==> config.mk <==
export PLATFORM = sky130hd
export DESIGN_NAME = packmem_rd_arbiter_flat
export DESIGN_NICKNAME = d
export VERILOG_FILES = /design/src/rtl/packmem_rd_arbiter_pkg.sv /design/src/rtl/packmem_rd_arbiter_if.sv /design/src/rtl/packmem_rd_arbiter_read_size_adapter.sv /design/src/rtl/packmem_rd_arbiter.sv /design/src/flat_wrapper.sv
export SDC_FILE = /design/constraint.sdc
export NUM_CORES = 1
export LEC_CHECK = 0
export BUFFER_PORTS_ARGS = -buffer_cell sky130_fd_sc_hd__buf_2
export CAP_MARGIN = 10
export CORE_MARGIN = 5
export CORE_UTILIZATION = 42
export CTS_CLUSTER_DIAMETER = 50
export DETAILED_ROUTE_END_ITERATION = 16
export PLACE_DENSITY = 0.81
export SYNTH_ARGS = -nofsm -noshare
export SYNTH_HDL_FRONTEND = slang
export SYNTH_SLANG_ARGS = --single-unit
==> constraint.sdc <==
create_clock -name clk -period 2.56 [get_ports clk]
set_clock_uncertainty 0.1 [all_clocks]
set_input_delay 0.512 -clock clk [delete_from_list [all_inputs] [get_ports clk]]
set_output_delay 0.512 -clock clk [all_outputs]
set_load 0.005 [all_outputs]
==> src/rtl/packmem_rd_arbiter_pkg.sv <==
// Shared definitions for the packet-memory read arbiter: BPF load sizes,
// the CPU response payload and the size-to-byte-count helper.
package packmem_rd_arbiter_pkg;

  localparam logic [1:0] BPF_W = 2'b00;
  localparam logic [1:0] BPF_H = 2'b01;
  localparam logic [1:0] BPF_B = 2'b10;

  typedef struct packed {
    logic [31:0] data;
    logic        oob;
  } cpu_rsp_t;

  // Bytes touched by a load of the given size; the unused code 11 acts as a byte load.
  function automatic logic [2:0] bpf_nbytes(input logic [1:0] sz);
    case (sz)
      BPF_W:   bpf_nbytes = 3'd4;
      BPF_H:   bpf_nbytes = 3'd2;
      BPF_B:   bpf_nbytes = 3'd1;
      default: bpf_nbytes = 3'd1;
    endcase
  endfunction

endpackage

==> src/rtl/packmem_rd_arbiter_if.sv <==
// CPU, forwarder and packet-memory read buses of the arbiter.
// slave = the arbiter, master = whoever drives requests and models the memory.
interface packmem_rd_arbiter_if #(
  parameter int unsigned PACKET_BYTE_ADDR_WIDTH = 12,
  parameter int unsigned SNOOP_FWD_ADDR_WIDTH   = 9
);
  localparam int unsigned N  = PACKET_BYTE_ADDR_WIDTH - SNOOP_FWD_ADDR_WIDTH;
  localparam int unsigned BW = 2 * (1 << (N + 2));

  logic                              cpu_rd_en;
  logic [PACKET_BYTE_ADDR_WIDTH-1:0] cpu_byte_addr;
  logic [1:0]                        cpu_transfer_sz;
  logic                              cpu_rd_ready;
  logic                              cpu_rd_valid;
  logic [31:0]                       cpu_rd_data;
  logic                              cpu_rd_oob;
  logic [PACKET_BYTE_ADDR_WIDTH:0]   pkt_len;
  logic                              fwd_rd_en;
  logic [SNOOP_FWD_ADDR_WIDTH:0]     fwd_word_addr;
  logic                              fwd_rd_ready;
  logic                              fwd_rd_valid;
  logic [BW-1:0]                     fwd_rd_data;
  logic                              mem_rd_en;
  logic [SNOOP_FWD_ADDR_WIDTH:0]     mem_word_addr;
  logic [BW-1:0]                     mem_bigword;

  modport slave (
    input  cpu_rd_en, cpu_byte_addr, cpu_transfer_sz, pkt_len,
    input  fwd_rd_en, fwd_word_addr, mem_bigword,
    output cpu_rd_ready, cpu_rd_valid, cpu_rd_data, cpu_rd_oob,
    output fwd_rd_ready, fwd_rd_valid, fwd_rd_data,
    output mem_rd_en, mem_word_addr
  );

  modport master (
    output cpu_rd_en, cpu_byte_addr, cpu_transfer_sz, pkt_len,
    output fwd_rd_en, fwd_word_addr, mem_bigword,
    input  cpu_rd_ready, cpu_rd_valid, cpu_rd_data, cpu_rd_oob,
    input  fwd_rd_ready, fwd_rd_valid, fwd_rd_data,
    input  mem_rd_en, mem_word_addr
  );

endinterface

==> src/rtl/packmem_rd_arbiter_read_size_adapter.sv <==
// Turns a sized, possibly unaligned CPU load into a bigword read: issues the
// word address now and extracts the big-endian bytes from the bigword next cycle.
module packmem_rd_arbiter_read_size_adapter #(
  parameter int unsigned PACKET_BYTE_ADDR_WIDTH = 12,
  parameter int unsigned SNOOP_FWD_ADDR_WIDTH   = 9
) (
  input  logic                              clk,
  input  logic                              rst_n,
  input  logic [PACKET_BYTE_ADDR_WIDTH-1:0] i_byte_addr,
  input  logic [1:0]                        i_transfer_sz,
  input  logic [2*(1<<(PACKET_BYTE_ADDR_WIDTH-SNOOP_FWD_ADDR_WIDTH+2))-1:0] i_bigword,
  output logic [SNOOP_FWD_ADDR_WIDTH:0]     o_word_addr_c,
  output logic [31:0]                       o_data_c
);
  import packmem_rd_arbiter_pkg::*;

  localparam int unsigned N  = PACKET_BYTE_ADDR_WIDTH - SNOOP_FWD_ADDR_WIDTH;
  localparam int unsigned BW = 2 * (1 << (N + 2));

  logic [N-2:0] r_offset;
  logic [1:0]   r_sz;
  logic [31:0]  w_top;

  assign o_word_addr_c = i_byte_addr[PACKET_BYTE_ADDR_WIDTH-1:N-1];

  // Offset and size follow the address by one cycle, matching memory latency.
  always_ff @(posedge clk or negedge rst_n) begin
    if (!rst_n) begin
      r_offset <= '0;
      r_sz     <= BPF_W;
    end else begin
      r_offset <= i_byte_addr[N-2:0];
      r_sz     <= i_transfer_sz;
    end
  end

  // Byte at the offset becomes the MSB of the 32-bit window.
  assign w_top = 32'((i_bigword << {r_offset, 3'b000}) >> (BW - 32));

  always_comb begin
    o_data_c = {24'h0, w_top[31:24]};
    case (r_sz)
      BPF_W:   o_data_c = w_top;
      BPF_H:   o_data_c = {16'h0, w_top[31:16]};
      default: o_data_c = {24'h0, w_top[31:24]};
    endcase
  end

endmodule

==> src/rtl/packmem_rd_arbiter.sv <==
// Shares the packet-memory read port between CPU loads (priority) and forwarder
// bigword reads, with a streak cap so the forwarder is never starved.
module packmem_rd_arbiter #(
  parameter int unsigned PACKET_BYTE_ADDR_WIDTH = 12,
  parameter int unsigned SNOOP_FWD_ADDR_WIDTH   = 9,
  parameter int unsigned STARVE_LIMIT           = 4
) (
  input  logic                 clk,
  input  logic                 rst_n,
  packmem_rd_arbiter_if.slave  bus
);
  import packmem_rd_arbiter_pkg::*;

  localparam int unsigned SW = $clog2(STARVE_LIMIT + 1);
  localparam int unsigned OW = PACKET_BYTE_ADDR_WIDTH + 2;

  logic [SW-1:0]                 r_streak;
  logic [SW-1:0]                 w_streak_nxt;
  logic                          r_armed;
  logic                          r_cpu_valid;
  logic                          r_fwd_valid;
  logic                          r_oob;
  logic                          w_cpu_grant;
  logic                          w_fwd_grant;
  logic                          w_oob;
  logic [SNOOP_FWD_ADDR_WIDTH:0] w_adp_addr;
  logic [31:0]                   w_adp_data;

  // r_armed holds off grants until the first edge after reset release.
  always_ff @(posedge clk or negedge rst_n) begin
    if (!rst_n) begin
      r_streak    <= '0;
      r_armed     <= 1'b0;
      r_cpu_valid <= 1'b0;
      r_fwd_valid <= 1'b0;
      r_oob       <= 1'b0;
    end else begin
      r_streak    <= w_streak_nxt;
      r_armed     <= 1'b1;
      r_cpu_valid <= w_cpu_grant;
      r_fwd_valid <= w_fwd_grant;
      if (w_cpu_grant) r_oob <= w_oob;
    end
  end

  always_comb begin
    w_fwd_grant  = 1'b0;
    w_cpu_grant  = 1'b0;
    w_streak_nxt = r_streak;
    if (rst_n && r_armed) begin
      w_fwd_grant = bus.fwd_rd_en &&
                    (!bus.cpu_rd_en || (r_streak == SW'(STARVE_LIMIT)));
      w_cpu_grant = bus.cpu_rd_en && !w_fwd_grant;
    end
    if (w_fwd_grant || !bus.fwd_rd_en) w_streak_nxt = '0;
    else if (w_cpu_grant)              w_streak_nxt = r_streak + SW'(1);
  end

  // Widened so a load ending past the top of memory still reads as out of bounds.
  assign w_oob = (OW'(bus.cpu_byte_addr) + OW'(bpf_nbytes(bus.cpu_transfer_sz)))
                 > OW'(bus.pkt_len);

  packmem_rd_arbiter_read_size_adapter #(
    .PACKET_BYTE_ADDR_WIDTH(PACKET_BYTE_ADDR_WIDTH),
    .SNOOP_FWD_ADDR_WIDTH  (SNOOP_FWD_ADDR_WIDTH)
  ) u_adapter (
    .clk          (clk),
    .rst_n        (rst_n),
    .i_byte_addr  (bus.cpu_byte_addr),
    .i_transfer_sz(bus.cpu_transfer_sz),
    .i_bigword    (bus.mem_bigword),
    .o_word_addr_c(w_adp_addr),
    .o_data_c     (w_adp_data)
  );

  assign bus.cpu_rd_ready  = w_cpu_grant;
  assign bus.fwd_rd_ready  = w_fwd_grant;
  assign bus.mem_rd_en     = w_cpu_grant || w_fwd_grant;
  assign bus.mem_word_addr = w_fwd_grant ? bus.fwd_word_addr : w_adp_addr;
  assign bus.cpu_rd_valid  = r_cpu_valid;
  assign bus.cpu_rd_oob    = r_oob;
  assign bus.cpu_rd_data   = w_adp_data;
  assign bus.fwd_rd_valid  = r_fwd_valid;
  assign bus.fwd_rd_data   = bus.mem_bigword;

endmodule

==> src/flat_wrapper.sv <==
// flat-port wrapper written by rule: the top's interface ports become plain ports
module packmem_rd_arbiter_flat import packmem_rd_arbiter_pkg::*;
#(
  parameter int unsigned PACKET_BYTE_ADDR_WIDTH = 12,
  parameter int unsigned SNOOP_FWD_ADDR_WIDTH   = 9,
  parameter int unsigned STARVE_LIMIT           = 4
)
  (clk, rst_n, bus_cpu_rd_en, bus_cpu_byte_addr, bus_cpu_transfer_sz, bus_pkt_len, bus_fwd_rd_en, bus_fwd_word_addr, bus_mem_bigword, bus_cpu_rd_ready, bus_cpu_rd_valid, bus_cpu_rd_data, bus_cpu_rd_oob, bus_fwd_rd_ready, bus_fwd_rd_valid, bus_fwd_rd_data, bus_mem_rd_en, bus_mem_word_addr);
  packmem_rd_arbiter_if #(.PACKET_BYTE_ADDR_WIDTH(PACKET_BYTE_ADDR_WIDTH), .SNOOP_FWD_ADDR_WIDTH(SNOOP_FWD_ADDR_WIDTH)) bus_i ();
  input  logic clk;
  input  logic rst_n;
  input wire logic [$bits(bus_i.cpu_rd_en)-1:0] bus_cpu_rd_en;
  input wire logic [$bits(bus_i.cpu_byte_addr)-1:0] bus_cpu_byte_addr;
  input wire logic [$bits(bus_i.cpu_transfer_sz)-1:0] bus_cpu_transfer_sz;
  input wire logic [$bits(bus_i.pkt_len)-1:0] bus_pkt_len;
  input wire logic [$bits(bus_i.fwd_rd_en)-1:0] bus_fwd_rd_en;
  input wire logic [$bits(bus_i.fwd_word_addr)-1:0] bus_fwd_word_addr;
  input wire logic [$bits(bus_i.mem_bigword)-1:0] bus_mem_bigword;
  output wire logic [$bits(bus_i.cpu_rd_ready)-1:0] bus_cpu_rd_ready;
  output wire logic [$bits(bus_i.cpu_rd_valid)-1:0] bus_cpu_rd_valid;
  output wire logic [$bits(bus_i.cpu_rd_data)-1:0] bus_cpu_rd_data;
  output wire logic [$bits(bus_i.cpu_rd_oob)-1:0] bus_cpu_rd_oob;
  output wire logic [$bits(bus_i.fwd_rd_ready)-1:0] bus_fwd_rd_ready;
  output wire logic [$bits(bus_i.fwd_rd_valid)-1:0] bus_fwd_rd_valid;
  output wire logic [$bits(bus_i.fwd_rd_data)-1:0] bus_fwd_rd_data;
  output wire logic [$bits(bus_i.mem_rd_en)-1:0] bus_mem_rd_en;
  output wire logic [$bits(bus_i.mem_word_addr)-1:0] bus_mem_word_addr;
  assign bus_i.cpu_rd_en = bus_cpu_rd_en;
  assign bus_i.cpu_byte_addr = bus_cpu_byte_addr;
  assign bus_i.cpu_transfer_sz = bus_cpu_transfer_sz;
  assign bus_i.pkt_len = bus_pkt_len;
  assign bus_i.fwd_rd_en = bus_fwd_rd_en;
  assign bus_i.fwd_word_addr = bus_fwd_word_addr;
  assign bus_i.mem_bigword = bus_mem_bigword;
  assign bus_cpu_rd_ready = bus_i.cpu_rd_ready;
  assign bus_cpu_rd_valid = bus_i.cpu_rd_valid;
  assign bus_cpu_rd_data = bus_i.cpu_rd_data;
  assign bus_cpu_rd_oob = bus_i.cpu_rd_oob;
  assign bus_fwd_rd_ready = bus_i.fwd_rd_ready;
  assign bus_fwd_rd_valid = bus_i.fwd_rd_valid;
  assign bus_fwd_rd_data = bus_i.fwd_rd_data;
  assign bus_mem_rd_en = bus_i.mem_rd_en;
  assign bus_mem_word_addr = bus_i.mem_word_addr;
  packmem_rd_arbiter #(.PACKET_BYTE_ADDR_WIDTH(PACKET_BYTE_ADDR_WIDTH), .SNOOP_FWD_ADDR_WIDTH(SNOOP_FWD_ADDR_WIDTH), .STARVE_LIMIT(STARVE_LIMIT)) u_core (.clk(clk), .rst_n(rst_n), .bus(bus_i));
endmodule
## Word-level counts from Yosys, hierarchy flattened

Cells that the tools add are included.
W data, S select, Z words.

- Add/subtract/negate cells: 2
- Magnitude comparators: 1
- Equality and inequality tests: 3
- Shift-type cells: 1
- Mux-type cells: 7
- Reduce and logical (&&, ||, !) cells: 12

Operators with widths:

| cell | number |
|---|---|
| $pmux W32 S2 | 1 |
| $shl A64 B5 Y64 | 1 |
| $gt A14 B13 Y1 | 1 |
| $add A12 B3 Y13 | 1 |
| $mux W10 | 1 |
| $mux W3 | 2 |
| $pmux W3 S2 | 1 |
| $eq A2 B1 Y1 const B | 2 |
| $logic_not A2 Y1 | 2 |
| $add A3 B1 Y3 const B | 1 |
| $eq A3 B3 Y1 const B | 1 |
| $logic_and A1 B1 Y1 | 3 |
| $logic_not A1 Y1 | 3 |
| $logic_or A1 B1 Y1 | 3 |
| $mux W1 | 2 |
| $reduce_bool A2 Y1 | 1 |

- Flip-flop bits (word level): 11
- Bits of input ports: 105
- Output and inout bits: 112
- Logic and storage cells: 33

## Depth between registers and ports, before layout

- Depth in word-level cells: 8
- Depth in mapped cells: 12
- Mapped depth without buffers: 12

## By module

From an unflattened synthesis, not the netlist that was laid out.

- Cell total of the unflattened synthesis: 385
- Area total of the unflattened synthesis: 3,041.7 um^2

Modules (own cells, without submodules):

| module | times used | cells an instance | area each (um^2) | sequential area each (um^2) |
|---|---|---|---|---|
| packmem_rd_arbiter_read_size_adapter | 1 | 193 | 1,532.7 | 100.1 |
| packmem_rd_arbiter | 1 | 192 | 1,508.9 | 175.2 |

## Worst setup path before layout

OpenSTA, ideal clock, no wires.

- Path kind: input port to flip-flop
- From: input port bus_cpu_transfer_sz[1]
- To: register u_core.r_oob (netlist: u_core.bus.cpu_rd_oob)
- Library setup time: 0.123 ns
- Arrival time: 3.060 ns
- Required time: 2.337 ns
- Setup slack: -0.723 ns
- Stages: 11
- Buffers on the path: 0
- Cells stage by stage: nand2b_1 > fa_1 > nand2b_1 > a211oi_1 > nand3_1 > xnor2_1 > ha_1 > nand3_1 > or3_1 > or3_1 > o221a_1

- Cells in the longest elaborated chain, start to end: 4
- Elaborated cells on any way between the ends: 5
- Those cells by class: add/sub: 1; order compare: 1; eq/ne: 1; mux: 1; reduce/logical: 1

Ends and longest elaborated chain:

| element | RTL line | source |
|---|---|---|
| start, declared | flat_wrapper.sv:14 | `input wire logic [$bits(bus_i.cpu_transfer_sz)-1:0] bus_cpu_transfer_sz;` |
| $eq A2 B1 Y1 or $logic_not A2 Y1 (tied branches) | packmem_rd_arbiter_pkg.sv:16 | `case (sz)` |
| $pmux W3 S2 * | packmem_rd_arbiter_pkg.sv:16 |  |
| $add A12 B3 Y13 * | packmem_rd_arbiter.sv:60 | `assign w_oob = (OW'(bus.cpu_byte_addr) + OW'(bpf_nbytes(bus.cpu_transfer_sz)))` |
| $gt A14 B13 Y1 * | packmem_rd_arbiter.sv:61 | `> OW'(bus.pkt_len);` |
| end signal, assigned | packmem_rd_arbiter.sv:42 | `if (w_cpu_grant) r_oob <= w_oob;` |
| end, declared | packmem_rd_arbiter.sv:22 | `logic r_oob;` |

Mark *: on every way between the ends. The rest lies on a longest branch, timed or not.
A chain may end at the register's enable or synchronous reset.

## Worst setup path after layout

Same ends and word-level chain as after synthesis.

==> impl_metrics.ini <==
[setup_path]
critPathRequiredTime_ns = 2.58
slowest_stage = or4_1
reg2reg_depth = 6
cp-start-kind = primary input
cp.buffers_inverters = 1
worstSetupPathType = primary input to register
cp_top_family = simple AND/OR/NAND/NOR gates
cp-end-kind = register
reg2reg_from = u_core.r_streak[0]
crit_arrival_ns = 2.96
cp_slowest_stage_delay_ns = 0.47
critPathMaxFanout = 4
cpMostUsedCell = nand2b_4
cp_cell_sequence = buf_8 > nand2b_4 > fa_2 > nand2b_4 > a211oi_4 > nand3_1 > xnor2_1 > ha_1 > nand3_2 > nor3_1 > or4_1 > o221a_1
rrSetupSlack_ns = 0.88
rr_endpoint = u_core.bus.cpu_rd_oob

[placement]
hpwl_mm = 7.70
routabilityCongestion = 0.844
place_area_um2 = 3610
port_buffers = 200

[sta]
fin_ws_ns = -0.379
hold_viol_final = 0
rsz0062_at_grt = true
max-slew-margin-rel = 0.585
worstMarginPinSlew_ns = 0.622
min_period_over_period = 1.15
drv_slew = 0
fmax_mhz = 340
setup_viol = 1
fin_crit_ns = 2.94

[yosys]
ys_seq_area_frac = 0.0967
synth_flop_cell = dfrtp_1
synthCells = 330
synth.avg_cell_area_um2 = 8.63
yosysWarnings = 0
synth-edff-count = 0
synth-seq-cells = 11
synth-async-reset-ratio = 1.00
synth_nets = 454
synth_cell_types = 41
synth_area_um2 = 2850

[cells_and_area]
fin_area_um2 = 3770
register_area_um2 = 278
syn2layout_area_growth_pct = 32.4
finalNetCount = 610
num_antenna_cells = 0
drive_gt1_frac = 0.573
fill_cells = 598
fin_util = 0.564
multi_input_area_um2 = 1980

[power]
ir_drop_mv = 0.163
leakage_nw = 2.14
p_per_area_nw_per_um2 = 259
power_mw = 0.976

[global_routing]
busiest_layer = met2
antenna_found_initial = 0
grt_overflow = 0
grtUsageMet1 = 0.199
grt_max_degree = 25
grt_pass1_vias = 2970
use_met2 = 0.366
grt_pass1_wl_mm = 13.4
grt_usage = 0.189
use_met3 = 0.0398

[status]
failed_checks = negative setup slack
outcome = finished, violations left

[floorplanning]
io-pin-count = 217
dieArea_um2 = 8530
die-width_um = 92.3
start_util = 0.426
placementRows = 30
die_height_um = 92.3
core_area_um2 = 6680

[job]
drv_cap = 0

[clock_tree]
cts_hold_buf = 0
cts.clk_slew.worst_paths_ns = 0.05
cts_made_buffers = 3
cts-root-buf = clkbuf_8
cts_tree = built
clockBufferDepth = 2
clkSinkCount = 11
clk_latency_ns = 0.23
htreeDepth = 1

[hold_path]
hold_class = primary input to async pin

[routing]
num_vias = 2867
routed_wl_mm = 8.97
viasPerCell = 5.07
drtPass1Iterations = 4
wire_per_inst_um = 15.9
first_iter_violations = 42
postRouteAntennaNets = 0
drc_errors = 0
cells in the final DEF, fill, tap and decap left out, drive strengths merged, types with 3 or more instances in the layout:
cell	n
buf	232
mux2i	64
inv	22
ha	18
nor2b	17
nand2	16
nor2	13
dfrtp	11
mux2	10
a211oi	9
o21ai	9
mux4	8
nand3	8
xor2	7
a21oi	7
xnor2	5
clkbuf	3
nand2b	3
and3	3
what timing repair did:
| action | CTS | global route |
|---|---|---|
| pin swaps | 4 | 6 |
| setup buffers | 2 | 1 |
| gates cloned | 0 | 1 |
| resized for setup | 9 | 14 |
| setup endpoints to repair | 1 | 15 |
kinds of logic after synthesis:
group	after synthesis	synth area share
XOR/XNOR	12	0.0369
AO/OA/AOI/OAI	32	0.0712
multiplexers	82	0.328
flip-flops	11	0.0967
other	1	0.00132
buffers and inverters	103	0.244
AND/OR/NAND/NOR	70	0.136
adder cells (fa/ha/maj)	19	0.0861
stage by stage:
stage / TNS [ns] / instances / setup WS (ns) / hold WS (ns)
2_1_floorplan: -0.376 / 330 / -0.376 / 0.116
3_3_place_gp: -0.572 / 557 / -0.572 / 0.360
3_5_place_dp: -0.676 / 557 / -0.676 / 0.368
4_1_cts: -0.353 / 563 / -0.353 / 0.117
5_1_grt: -0.446 / 565 / -0.445 / 0.135
6_report: -0.379 / 565 / -0.379 / 0.111
synth_stat cells (3+ instances only):
cell type / count / share of area
buf_4: 65 / 0.17
buf_2: 7 / 0.012
mux4_2: 8 / 0.063
dfrtp_1: 11 / 0.097
o21ai_1: 8 / 0.014
nand2_1: 15 / 0.020
nand3_1: 7 / 0.012
a21oi_1: 7 / 0.012
mux2i_1: 64 / 0.22
inv_1: 22 / 0.029
clkbuf_1: 4 / 0.0053
mux2_2: 10 / 0.040
a211oi_1: 9 / 0.024
xor2_1: 7 / 0.022
ha_1: 18 / 0.079
nor2b_1: 17 / 0.037
nand2b_1: 3 / 0.0066
xnor2_1: 5 / 0.015
buf_6: 3 / 0.012
nor2_1: 13 / 0.017
power by group:
group | total, mW | internal, mW | switching, mW
registers | 0.191 | 0.185 | 0.00650
logic | 0.618 | 0.321 | 0.297
clock network | 0.168 | 0.107 | 0.0613
total | 0.976 | 0.612 | 0.364
registers in the layout (all words and copies together) (netlist names):
| name | cells |
|---|---|
| u_core.r_streak | 3 |
| u_core.bus.cpu_rd_valid | 1 |
| u_core.bus.fwd_rd_valid | 1 |
| u_core.u_adapter.r_offset | 2 |
| u_core.bus.cpu_rd_oob | 1 |
| u_core.u_adapter.r_sz | 2 |
| u_core.r_armed | 1 |
worst max-delay path by stage:
stage | start | endpoint | slack [ns] | cells past startpoint
2_1_floorplan | bus_cpu_transfer_sz[1] | u_core.bus.cpu_rd_oob | -0.38 | 12
3_3_place_gp | bus_cpu_transfer_sz[1] | u_core.bus.cpu_rd_oob | -0.57 | 13
3_5_place_dp | bus_cpu_transfer_sz[1] | u_core.bus.cpu_rd_oob | -0.68 | 13
4_1_cts | bus_cpu_transfer_sz[1] | u_core.bus.cpu_rd_oob | -0.35 | 12
5_1_grt | bus_cpu_transfer_sz[1] | u_core.bus.cpu_rd_oob | -0.45 | 12
6_report | bus_cpu_transfer_sz[1] | u_core.bus.cpu_rd_oob | -0.38 | 12
area by class of cell:
class,count,share of cell area
Tap cell,80,0.0265
Clock inverter,1,0.00133
Multi-Input combinational cell,216,0.526
Inverter,22,0.0219
Timing Repair Buffer,232,0.340
Clock buffer,3,0.0109
Sequential cell,11,0.0737
worst register-to-register path: cells and delay by family (launching register included):
| family | cells | cell delay, ns |
|---|---|---|
| AND/OR/NAND/NOR | 3 | 0.63 |
| flip-flops | 1 | 0.34 |
| AO/OA/AOI/OAI | 1 | 0.22 |
| buffers and inverters | 1 | 0.07 |
| adder cells (fa/ha/maj) | 1 | 0.20 |
routing by layer:
metal	vias to the layer above	routed length [µm]
li1	1394	-
met1	1306	3290
met2	147	4690
met3	20	756
met4	0	230
met5	-	0
Note: power is estimated with default switching activity, not from simulation.
